===== src/rtl/fetch_stage.sv =====
// Instruction fetch stage: owns the PC, issues synchronous imem reads,
// buffers returned words in a 2-entry queue and hands them to decode.
// Redirects are tracked with an epoch bit. HLT is pre-decoded so that
// fetching stops cleanly once the HLT word has been handed off.
module fetch_stage #(
  parameter int              PC_W     = 16,
  parameter logic [PC_W-1:0] RESET_PC = {PC_W{1'b0}}
) (
  input  logic            clk,
  input  logic            rst,
  output logic            imem_en,
  output logic [PC_W-1:0] imem_addr,
  input  logic [15:0]     imem_rdata,
  output logic [15:0]     inst,
  output logic [PC_W-1:0] pc_out,
  output logic [PC_W-1:0] pc_plus1,
  output logic            inst_valid,
  input  logic            inst_ready,
  input  logic            redirect,
  input  logic [PC_W-1:0] redirect_pc,
  output logic            halted
);

  // HLT encoding: opcode class 2'b11 with sub-op 4'b1111
  function automatic logic is_hlt(input logic [15:0] word);
    return (word[15:14] == 2'b11) && (word[7:4] == 4'b1111);
  endfunction

  logic [PC_W-1:0] fetch_pc_r;
  logic [15:0]     fifo_inst_r [2];
  logic [PC_W-1:0] fifo_pc_r   [2];
  logic            rd_ptr_r;
  logic            wr_ptr_r;
  logic [1:0]      count_r;
  logic            inflight_r;
  logic            inflight_epoch_r;
  logic [PC_W-1:0] inflight_pc_r;
  logic            epoch_r;
  logic            halt_seen_r;
  logic            halted_r;

  logic            valid_s;
  logic            hs_s;
  logic            redir_s;
  logic            push_s;
  logic            issue_s;
  logic [2:0]      load_s;

  assign valid_s = (count_r != 2'd0) && !halted_r;
  assign hs_s    = valid_s && inst_ready;
  // Once halted the stage is frozen; redirects are ignored until reset
  assign redir_s = redirect && !halted_r;
  // Queue entries plus the word that returns this cycle
  assign load_s  = {1'b0, count_r} + {2'b00, inflight_r};
  // A returning word is kept only if it belongs to the current path,
  // no HLT has been queued ahead of it and no redirect flushes it now
  assign push_s  = inflight_r && (inflight_epoch_r == epoch_r) && !halt_seen_r && !redir_s;

  // Issue decision: never let queue + in-flight exceed two entries
  always_comb begin
    issue_s = 1'b0;
    if (rst || halt_seen_r || halted_r) begin
      issue_s = 1'b0;
    end else if (load_s <= 3'd1) begin
      issue_s = 1'b1;
    end else if ((load_s == 3'd2) && hs_s) begin
      issue_s = 1'b1;
    end else begin
      issue_s = 1'b0;
    end
  end

  assign imem_en    = issue_s;
  assign imem_addr  = fetch_pc_r;
  assign inst       = fifo_inst_r[rd_ptr_r];
  assign pc_out     = fifo_pc_r[rd_ptr_r];
  assign pc_plus1   = fifo_pc_r[rd_ptr_r] + {{(PC_W-1){1'b0}}, 1'b1};
  assign inst_valid = valid_s;
  assign halted     = halted_r;

  // PC, in-flight tracking, epoch and halt state
  always_ff @(posedge clk) begin
    if (rst) begin
      fetch_pc_r       <= RESET_PC;
      inflight_r       <= 1'b0;
      inflight_epoch_r <= 1'b0;
      inflight_pc_r    <= {PC_W{1'b0}};
      epoch_r          <= 1'b0;
      halt_seen_r      <= 1'b0;
      halted_r         <= 1'b0;
    end else begin
      inflight_r       <= issue_s;
      inflight_epoch_r <= epoch_r;
      inflight_pc_r    <= fetch_pc_r;
      if (redir_s) begin
        fetch_pc_r <= redirect_pc;
      end else if (issue_s) begin
        fetch_pc_r <= fetch_pc_r + {{(PC_W-1){1'b0}}, 1'b1};
      end
      if (redir_s) begin
        epoch_r <= ~epoch_r;
      end
      if (redir_s) begin
        halt_seen_r <= 1'b0;
      end else if (push_s && is_hlt(imem_rdata)) begin
        halt_seen_r <= 1'b1;
      end
      if (hs_s && is_hlt(fifo_inst_r[rd_ptr_r])) begin
        halted_r <= 1'b1;
      end
    end
  end

  // Two-entry instruction queue; a redirect empties it
  always_ff @(posedge clk) begin
    if (rst) begin
      rd_ptr_r       <= 1'b0;
      wr_ptr_r       <= 1'b0;
      count_r        <= 2'd0;
      fifo_inst_r[0] <= 16'h0000;
      fifo_inst_r[1] <= 16'h0000;
      fifo_pc_r[0]   <= {PC_W{1'b0}};
      fifo_pc_r[1]   <= {PC_W{1'b0}};
    end else if (redir_s) begin
      rd_ptr_r <= 1'b0;
      wr_ptr_r <= 1'b0;
      count_r  <= 2'd0;
    end else begin
      if (push_s) begin
        fifo_inst_r[wr_ptr_r] <= imem_rdata;
        fifo_pc_r[wr_ptr_r]   <= inflight_pc_r;
        wr_ptr_r              <= ~wr_ptr_r;
      end
      if (hs_s) begin
        rd_ptr_r <= ~rd_ptr_r;
      end
      case ({push_s, hs_s})
        2'b10:   count_r <= count_r + 2'd1;
        2'b01:   count_r <= count_r - 2'd1;
        default: count_r <= count_r;
      endcase
    end
  end

  fetch_stage_chk u_chk (
    .clk   (clk),
    .rst   (rst),
    .push  (push_s),
    .count (count_r)
  );

endmodule

// Checker: a returning word must never be written into a full queue
module fetch_stage_chk (
  input logic       clk,
  input logic       rst,
  input logic       push,
  input logic [1:0] count
);
  push_not_full_a: assert property (@(posedge clk) disable iff (rst) !(push && (count == 2'd2)));
endmodule

===== config.mk =====
export PLATFORM = sky130hd
export DESIGN_NAME = fetch_stage
export DESIGN_NICKNAME = d
export VERILOG_FILES = /design/src/rtl/fetch_stage.sv
export SDC_FILE = /design/constraint.sdc
export NUM_CORES = 1
export LEC_CHECK = 0
export BUFFER_PORTS_ARGS = -buffer_cell sky130_fd_sc_hd__clkbuf_2
export CELL_PAD_IN_SITES_DETAIL_PLACEMENT = 2
export CELL_PAD_IN_SITES_GLOBAL_PLACEMENT = 2
export CORE_MARGIN = 4
export CORE_UTILIZATION = 35
export DETAILED_ROUTE_END_ITERATION = 16
export GPL_TIMING_DRIVEN = 0
export PLACE_DENSITY = 0.81
export SETUP_SLACK_MARGIN = 0.15
export SYNTH_ARGS = -nofsm -noshare
export SYNTH_HDL_FRONTEND = slang
export SYNTH_SLANG_ARGS = --single-unit

===== constraint.sdc =====
create_clock -name clk -period 3.53 [get_ports clk]
set_clock_uncertainty 0.1 [all_clocks]
set_input_delay 0.1765 -clock clk [delete_from_list [all_inputs] [get_ports clk]]
set_output_delay 0.1765 -clock clk [all_outputs]
set_load 0.01 [all_outputs]

==> reports/qor.yml, run 1 <==
sta:
  period_needed_ns: 3.15
  setup_violations: 0
  rsz0062_at_grt: "no"
  slew_headroom: 0.415
  finalWorstSetupSlack_ns: 0.380
  max_freq_mhz: 317
  timing.hold.ws_ns: -0.00201
  worst_pin_slew_ns: 0.878
  final.setup.tns_ns: 0
  final-hold-violation-count: 1
  period_share: 0.892
  drv_slew: 0
finish:
  drive_gt1_frac: 0.298
  finalNonFillerCells: 744
  antennaDiodeCount: 0
  nNetsFinal: 602
  area_delta_synth_final_pct: 22.9
  final_area_um2: 6160
  fin_util: 0.442
logic_synthesis:
  avgSynthCellArea_um2: 11.4
  yosysTopAreaCellShare: 0.383
  ys_ff_latch: 106
  yosysUniqueCellTypes: 50
  yosysSeqAreaShare: 0.551
  synth_nets: 481
  synth_area_leader_cell: "edfxtp_1"
  syn_area_um2: 5010
  ys_warn_count: 0
  synth_cells: 438
  synth_area_leaders: "edfxtp_1, dfxtp_1, and2_1, mux2_2, xnor2_1"
placed_design:
  dp_hpwl_mm: 11.0
  place_ws_ns: 0.0310
  dpl.cell_count: 721
  placed_cell_area_um2: 5780
  place.gp.congestion: 0.776
  io_buffers: 102
setup_path:
  critical_path_class: "reg2out"
  cp-start-kind: "register"
  reg2reg_depth: 9
  crit_required_ns: 3.25
  cp_cell_sequence: "buf_2 > buf_6 > clkbuf_4 > mux2_2 > ha_1 > nor2b_2 > and3_1 > nand3_1 > xnor2_1 > clkbuf_2"
  crit_fanout: 19
  r2r_start: "count_r[0]$_SDFFE_PP0P_"
  critPathArrivalTime_ns: 2.87
  crit_path_top_delay_cell: "mux2_2"
  reg2reg_slack_ns: 0.71
  crit_family: "buffers and inverters"
  end_kind: "output pin"
  cp_slowest_stage_delay_ns: 0.39
  path_buf_inv: 4
  cp.depth: 10
  r2r-end: "imem_addr[2]$_SDFFE_PP0P_"
floorplanning:
  start_util: 0.360
  die_area_um2: 16300
  die_w_um: 128
  die_y_um: 128
  fp-row-count: 43
  core_area_um2: 13900
  num_io_pins: 103
power_and_ir_drop:
  power_density_nw_per_um2: 456
  vdd_ir_drop_max_v: 0.000209
  total_power_mw: 2.81
  p_leak_nw: 2.47
drt:
  route.detailed.drc: 0
  vias_per_cell: 5.00
  firstDrtPassIters: 4
  num_vias: 3722
  drt_iter0_drc: 139
  wl_mm: 14.6
  ant_nets: 0
  wl_per_cell_um: 19.6
min_path:
  holdCritStartpoint: "redirect_pc[9]"
  hold_depth: 3
  hold_end: "imem_addr[9]$_SDFFE_PP0P_"
  hp-class: "in2reg"
cts:
  htreeDepth: 3
  cts-root-buf: "clkbuf_16"
  cts_tree: "built"
  clock_sinks: 106
  clk_latency_ns: 0.35
  post_cts_buffers: 0
  cts.clk_slew.worst_paths_ns: 0.08
  cts_buffers: 9
  clk_path_buf_depth: 2
global_route:
  grt_pass1_vias: 4145
  grt-ovfl-total: 0
  grt_pass1_wl_mm: 22.7
  antenna_found_initial: 0
  grt_use_total: 0.179
  grt_max_degree: 33
run:
  drv_cap: 0
status:
  status: "finished, violations left"
  violations: "hold timing"
-- sequential cells by signal, indices dropped and copies added (netlist names), named ones only --
name,cells
fifo_inst_r,32
fifo_pc_r,32
imem_addr,16
inflight_pc_r,16
count_r,2
epoch_r,1
halt_seen_r,1
halted,1
inflight_epoch_r,1
inflight_r,1
rd_ptr_r,1
wr_ptr_r,1
-- cells in the final DEF (no fill, tap or decap), drive strengths merged, types with 3 or more instances in the layout --
cell type | netlist | final
buf | 8 | 8
mux2i | 5 | 5
a21oi | 6 | 6
mux2 | 25 | 25
and2 | 66 | 66
dfxtp | 42 | 42
o22ai | 3 | 3
dlygate4sd3 | 0 | 8
edfxtp | 64 | 64
clkbuf | 12 | 123
a311oi | 3 | 3
nand2b | 5 | 5
a2111oi | 3 | 3
a211oi | 17 | 17
nand3 | 11 | 11
inv | 14 | 21
ha | 7 | 7
or3 | 3 | 3
nor3 | 11 | 11
xnor2 | 27 | 27
nor2b | 14 | 14
nand2 | 26 | 26
o21ai | 6 | 6
nand4 | 7 | 7
xor2 | 5 | 5
nor2 | 28 | 28
-- cell families (layout without fill, tap and decap cells) --
logic type | Yosys count | in the layout | synth area share
DFF | 106 | 106 | 0.551
xor gates and xnor gates | 32 | 32 | 0.0559
adders and majority gates | 7 | 7 | 0.0175
buffers and inverters | 37 | 163 | 0.0374
AOI/OAI and AO/OA | 44 | 44 | 0.0651
and+or+nand+nor | 182 | 182 | 0.207
muxes | 30 | 30 | 0.0661
-- routing by layer --
| metal | track usage | routed length (µm) |
|---|---|---|
| met3 | 0.0208 | 437 |
| met5 | 0 | 0 |
| met4 | 0.0549 | 209 |
| met2 | 0.336 | 7870 |
| met1 | 0.214 | 6040 |
-- final cells by class --
type / count / area (µm²)
Buffer: 22 / 140
Inverter: 14 / 52.6
Timing Repair Buffer: 111 / 611
Clock buffer: 9 / 225
Multi-Input combinational cell: 295 / 2080
Fill cell: 1453 / 7770
Clock inverter: 7 / 63.8
Tap cell: 180 / 225
Sequential cell: 106 / 2760
-- Yosys cell counts, drive strengths merged --
library cell,number
a211oi,17
a2111oi,3
nand2b,5
a21oi,6
and3,2
o21ba,1
mux2,25
and4,2
xnor2,27
nor2,28
mux2i,5
nor2b,14
o22ai,3
and2b,1
nor4b,2
buf,8
or3,3
o21ai,6
dfxtp,42
nor3,11
nand4b,2
edfxtp,64
o21bai,1
a311oi,3
ha,7
dlymetal6s2s,1
or2,2
nand2,26
inv,14
nand3,11
xor2,5
dlygate4sd1,2
a22oi,1
clkbuf,12
and2,66
a21boi,2
a21o,1
nand4,7
-- worst max path at each step --
stage | slack [ns] | from | endpoint
6_report | 0.38 | register | pc_plus1[14]
5_1_grt | 0.21 | register | pc_plus1[14]
4_1_cts | 0.19 | register | pc_plus1[14]
3_5_place_dp | 0.03 | register | pc_plus1[8]
3_3_place_gp | -0.43 | halted$_SDFFE_PP0P_ | fifo_pc_r[0][7]$_SDFFCE_PN0P_
2_1_floorplan | 0.52 | halted$_SDFFE_PP0P_ | fifo_inst_r[0][0]$_SDFFCE_PN0P_
-- worst min-delay path: cells and delay by family --
family	cells	cell delay (ns)
buf+inv	1	0.08
simple gates	1	0.10
compound gates	1	0.05
-- report_power, final --
part / total (mW) / leakage, nW / switching (mW) / internal (mW)
logic: 0.367 / 1.31 / 0.213 / 0.155
registers: 1.44 / 1.01 / 0.0523 / 1.39
clock network: 1.00 / 0.144 / 0.503 / 0.500
total: 2.81 / 2.47 / 0.768 / 2.04
-- repair_timing --
action	in CTS	in global routing
gates resized for setup	2	2
endpoints found under the hold margin	8	0
hold buffers	8	0
pin swaps	0	0
setup endpoints to repair	6	4
No activity file was read; power rests on OpenSTA's default activity.
==> run 2, diff against run 1 <==
Settings changed: CORE_UTILIZATION 35 to 30, PLACE_DENSITY 0.81 to 0.71.
==> run 2 against run 1 <==
  * The run now ends clean
  * Non-clock buffer count shrank 5
  * Utilization fell by 6.9 points
  * Hold slack better by 0.016 ns
  * Critical endpoint unchanged
  * Flip-flop and latch count is the same
  * Combinational power down 2%
  * Critical path type unchanged
  * Register-to-register slack gained 0.04 ns
  * Worst setup slack worse by 0.044 ns
  * Die area increased by 16%
  * Maximum frequency decreased by 1.4%
  * Final area fell by 0.37%
==> reports/qor.yml, run 2 (synthesis gave the netlist of run 1 again) <==
cts:
  clock_sinks: 106
  cts_tree: "built"
  clk_path_buf_depth: 2
  cts.clk_slew.worst_paths_ns: 0.07
  clk_latency_ns: 0.34
  post_cts_buffers: 0
  cts-root-buf: "clkbuf_16"
  cts_buffers: 9
  htreeDepth: 3
power_and_ir_drop:
  p_seq_frac: 0.528
  p_leak_nw: 2.42
  intPower_mw: 2.02
  power_density_nw_per_um2: 443
  total_power_mw: 2.72
  vdd_ir_drop_max_v: 0.000234
  p_clk_frac: 0.340
  p_sw_frac: 0.259
  comb_power_share: 0.132
  p_sw_mw: 0.704
finish:
  fillCellCount: 1773
  reg.largest.list: "fifo_inst_r: 32 flops, fifo_pc_r: 32 flops"
  most-common-layout-cells: "clkbuf_2, and2_1, edfxtp_1"
  antennaDiodeCount: 0
  nNetsFinal: 597
  area_delta_synth_final_pct: 22.4
  final_area_um2: 6140
  drive_gt1_frac: 0.297
  final_common_cell: "clkbuf_2"
global_route:
  grt-ovfl-total: 0
  grt_max_degree: 33
  antenna_found_initial: 0
  grt_pass1_wl_mm: 21.6
  grt_pass1_vias: 4003
  grt_use_total: 0.149
sta:
  rsz0062_at_grt: "no"
  slew_headroom: 0.426
  setup_violations: 0
  final.setup.tns_ns: 0
  max_freq_mhz: 313
  period_share: 0.905
  finalWorstSetupSlack_ns: 0.336
  period_needed_ns: 3.19
  drv_slew: 0
  worst_pin_slew_ns: 0.861
  final-hold-violation-count: 0
setup_path:
  end_kind: "output pin"
  cp-start-kind: "register"
  critPathArrivalTime_ns: 2.92
  crit_fanout: 19
  critical_path_class: "reg2out"
  crit_required_ns: 3.25
drt:
  wl_mm: 13.6
  firstDrtPassIters: 4
  drt-met1-wl_mm: 5.96
  vias_per_cell: 4.60
  wl_per_cell_um: 17.4
  route.detailed.drc: 0
  num_vias: 3585
  met2WireLength_mm: 6.88
  dr.max_layer_used: "met4"
  ant_nets: 0
  wl_met3_um: 595
  drt_iter0_drc: 121
placed_design:
  io_buffers: 102
  placed_cell_area_um2: 5830
  place.gp.congestion: 0.802
  place_ws_ns: 0.0758
  dp_hpwl_mm: 10.5
floorplanning:
  start_util: 0.305
  die_w_um: 137
  die_y_um: 137
  core_area_um2: 16500
  fp-row-count: 47
  die_area_um2: 18800
  num_io_pins: 103
run:
  drv_cap: 0
min_path:
  hp-class: "in2reg"
status:
  status: "completed"
## run 2: final timing paths
| kind | startpoint | to | slack (ns) | depth (start not counted) |
|---|---|---|---|---|
| max | register | pc_plus1[14] | 0.34 | 10 |
| min | redirect_pc[7] | imem_addr[7]$_SDFFE_PP0P_ | 0.01 | 3 |
| max reg2reg | count_r[0]$_SDFFE_PP0P_ | imem_addr[11]$_SDFFE_PP0P_ | 0.75 | 9 |
| min reg2reg | epoch_r$_SDFFE_PP0P_ | inflight_epoch_r$_SDFF_PP0_ | 0.42 | 1 |
## run 2: metrics by stage
stage	cells	hold WS, ns	util
after floorplan	438	0.257	-
after global placement	760	0.351	0.352
after detailed placement	761	0.356	0.354
after CTS	779	0.00403	0.373
after global routing	779	0.0196	0.373
final	779	0.0136	0.373
## run 2: power groups by stage
| stage | logic, mW | registers, mW | clock network [mW] |
|---|---|---|---|
| after floorplan | 0.206 | 1.45 | 0 |
| after global placement | 0.346 | 1.46 | 0 |
| after detailed placement | 0.363 | 1.46 | 0 |
| after CTS | 0.368 | 1.44 | 0.950 |
| after global routing | 0.399 | 1.45 | 1.00 |
| final | 0.359 | 1.44 | 0.926 |
## run 2: layout make-up
| class | count | area (µm²) | area share |
|---|---|---|---|
| clock inverters | 6 | 43.8 | 0.00713 |
| plain buffers | 22 | 134 | 0.0218 |
| inverters | 14 | 52.6 | 0.00856 |
| well taps | 220 | 275 | 0.0448 |
| repair buffers | 106 | 561 | 0.0913 |
| clock buffers | 10 | 229 | 0.0373 |
| multi-input cells | 295 | 2080 | 0.339 |
| flip-flops and latches | 106 | 2760 | 0.450 |
## run 2: per-layer routing
layer,vias to the layer above,global-route usage
met2,79,0.266
met4,0,0.0349
met5,-,0
met3,15,0.0314
met1,1734,0.183
li1,1757,-
## run 2: worst max-delay path: stages (launching register included)
cell	delay, ns
dfxtp_1	0.32
buf_2	0.19
buf_4	0.29
buf_2	0.32
mux2_2	0.41
ha_1	0.21
nor2b_2	0.19
and3_1	0.24
nand3_1	0.10
xnor2_1	0.13
clkbuf_2	0.16
## run 2: repair_timing
item | CTS | global route
endpoints found under the hold margin | 3 | 0
hold buffers | 3 | 0
endpoints found under the setup margin | 6 | 2
gates resized for setup | 1 | 1
==> run 3, diff against run 2 <==
Settings changed: SYNTH_HIERARCHICAL set to 1.
==> run 3 against run 2 <==
  * Synthesized cell count unchanged
  * Non-clock buffer count rose by 5
  * Global-route usage up 0.66 points
  * Clock-buffer cell count shrank 1
  * Critical path depth unchanged
  * Critical endpoint unchanged
==> reports/qor.yml, run 3 <==
setup_path:
  crit_path_top_delay_cell: "mux2_2"
  cp_slowest_stage_delay_ns: 0.39
  reg2reg_depth: 9
  reg2reg_slack_ns: 0.70
  r2r_start: "count_r[0]$_SDFFE_PP0P_"
  end_kind: "output pin"
  cp_cell_sequence: "buf_2 > buf_4 > clkbuf_4 > mux2_2 > ha_1 > nor2b_2 > and3_1 > nand3_1 > xnor2_1 > clkbuf_2"
  cp-start-kind: "register"
  critical_path_class: "reg2out"
  critPathArrivalTime_ns: 2.87
  crit_end: "pc_plus1[14]"
  path_buf_inv: 4
  crit_fanout: 19
  cp.depth: 10
  crit_required_ns: 3.25
  r2r-end: "imem_addr[3]$_SDFFE_PP0P_"
  crit_family: "buffers and inverters"
placed_design:
  dp_hpwl_mm: 10.5
  place.gp.congestion: 0.796
  placed_cell_area_um2: 5830
  place_ws_ns: 0.142
  io_buffers: 102
finish:
  reg.largest.list: "fifo_inst_r: 32 flops, fifo_pc_r: 32 flops"
  fillCellCount: 1785
  most-common-layout-cells: "clkbuf_2, and2_1, edfxtp_1"
  antennaDiodeCount: 0
  final_common_cell: "clkbuf_2"
  drive_gt1_frac: 0.298
  nNetsFinal: 602
  area_delta_synth_final_pct: 24.3
  final_area_um2: 6230
cts:
  clock_sinks: 106
  cts_buffers: 9
  cts_tree: "built"
  cts.clk_slew.worst_paths_ns: 0.08
  htreeDepth: 3
  clk_latency_ns: 0.35
  cts-root-buf: "clkbuf_16"
  post_cts_buffers: 0
  clk_path_buf_depth: 2
floorplanning:
  num_io_pins: 103
  die_y_um: 137
  core_area_um2: 16500
  die_w_um: 137
  die_area_um2: 18800
  fp-row-count: 47
  start_util: 0.305
global_route:
  grt_use_total: 0.155
  antenna_found_initial: 0
  grt_pass1_vias: 3968
  grt_pass1_wl_mm: 22.4
  grt_max_degree: 33
  grt-ovfl-total: 0
min_path:
  hp-class: "in2reg"
  holdCritStartpoint: "imem_rdata[12]"
sta:
  period_needed_ns: 3.15
  max_freq_mhz: 317
  rsz0062_at_grt: "no"
  setup_violations: 0
  worst_pin_slew_ns: 0.874
  finalWorstSetupSlack_ns: 0.380
  drv_slew: 0
  final-hold-violation-count: 0
  period_share: 0.892
  slew_headroom: 0.417
logic_synthesis:
  synth_edf_count: 64
  syn_area_um2: 5010
  synth_area_leader_cell: "edfxtp_1"
  synth.most_common_cell: "and2_1"
  synthFlopType: "edfxtp_1"
  synth_nets: 481
  ys_ff_latch: 106
  yosysUniqueCellTypes: 50
  yosysTopAreaCellShare: 0.383
  ys_top_cells_by_count: "and2_1, edfxtp_1, dfxtp_1"
  ys_warn_count: 6
  avgSynthCellArea_um2: 11.4
  yosysSeqAreaShare: 0.551
  synth_area_leaders: "edfxtp_1, dfxtp_1, and2_1, mux2_2, xnor2_1"
  synth_cells: 438
  async_flop_share: 0
drt:
  wl_mm: 13.9
  drt_iter0_drc: 141
  num_vias: 3664
  ant_nets: 0
  route.detailed.drc: 0
  vias_per_cell: 4.67
  wl_per_cell_um: 17.8
  firstDrtPassIters: 4
run:
  drv_cap: 0
power_and_ir_drop:
  power_density_nw_per_um2: 461
  p_leak_nw: 2.48
  vdd_ir_drop_max_v: 0.000226
status:
  status: "completed"
run 3: changes by cell type in the layout (fill, tap and decap cells not counted), sizes merged:
cell / before / now
inv: 14 / 19
buf: 9 / 8
bufinv: 0 / 1
clkinvlp: 3 / 0
clkinv: 3 / 1
dlygate4sd3: 3 / 8
run 3: worst reg2reg max path, stage by stage (launching register included):
cell	delay, ns
dfxtp_1	0.43
ha_1	0.22
inv_1	0.08
ha_1	0.34
nor2_1	0.06
a22oi_1	0.51
clkbuf_1	0.43
a21oi_1	0.16
xnor2_1	0.16
a211oi_1	0.25
run 3: what timing repair did:
action                                  in CTS  in global routing
hold buffers                                 8                  0
gates resized for setup                      1                  2
endpoints found under the hold margin        8                  0
endpoints found under the setup margin       6                  3
pin swaps                                    0                  0
run 3: per-layer routing:
| metal | share of wire | vias to the layer above | global-route usage |
|---|---|---|---|
| met3 | 0.042 | 14 | 0.0310 |
| met5 | 0 | - | 0 |
| met2 | 0.50 | 76 | 0.269 |
| met1 | 0.44 | 1802 | 0.197 |
| met4 | 0.014 | 0 | 0.0432 |
| li1 | - | 1772 | - |
run 3: through the flow:
stage	cells	power (mW)	TNS, ns	utilization	hold slack, ns
after floorplan	438	1.66	0	-	0.257
after global placement	760	1.81	-16.67	0.352	0.351
after detailed placement	761	1.83	0	0.354	0.368
after CTS	784	2.90	0	0.378	0.00233
after global routing	784	3.00	0	0.378	0.0120
final	784	2.87	0	0.378	0.0137
run 3: worst min-delay path by stage:
stage                                                   to  slack [ns]  cells after the start
final                     fifo_inst_r[0][12]$_SDFFCE_PN0P_        0.01                      2
after global routing       fifo_inst_r[0][9]$_SDFFCE_PN0P_        0.01                      2
after CTS                       imem_addr[12]$_SDFFE_PP0P_       0.002                      3
after detailed placement         imem_addr[4]$_SDFFE_PP0P_        0.37                      3
after global placement           imem_addr[0]$_SDFFE_PP0P_        0.35                      3
after floorplan                 imem_addr[10]$_SDFFE_PP0P_        0.26                      2
run 3: cells by family (layout without fill, tap and decap cells):
| kind of cell | after synthesis | after routing | share of synthesized area |
|---|---|---|---|
| adder cells (fa/ha/maj) | 7 | 7 | 0.0175 |
| AND/OR/NAND/NOR | 182 | 182 | 0.207 |
| multiplexers | 30 | 30 | 0.0661 |
| buffers and inverters | 37 | 163 | 0.0374 |
| AO/OA/AOI/OAI | 44 | 44 | 0.0651 |
| XOR/XNOR | 32 | 32 | 0.0559 |
| flip-flops | 106 | 106 | 0.551 |
run 3: final cells by class:
type / count / area, µm² / area share
clock buffers: 9 / 225 / 0.0361
repair buffers: 111 / 611 / 0.0980
well taps: 220 / 275 / 0.0442
plain buffers: 22 / 136 / 0.0219
clock inverters: 7 / 87.6 / 0.0141
multi-input cells: 295 / 2080 / 0.334
flip-flops and latches: 106 / 2760 / 0.443
inverters: 14 / 52.6 / 0.00843
run 3: report_power, final:
part	switching [mW]	internal (mW)
Combinational	0.210	0.155
Sequential	0.0501	1.39
Clock	0.499	0.570
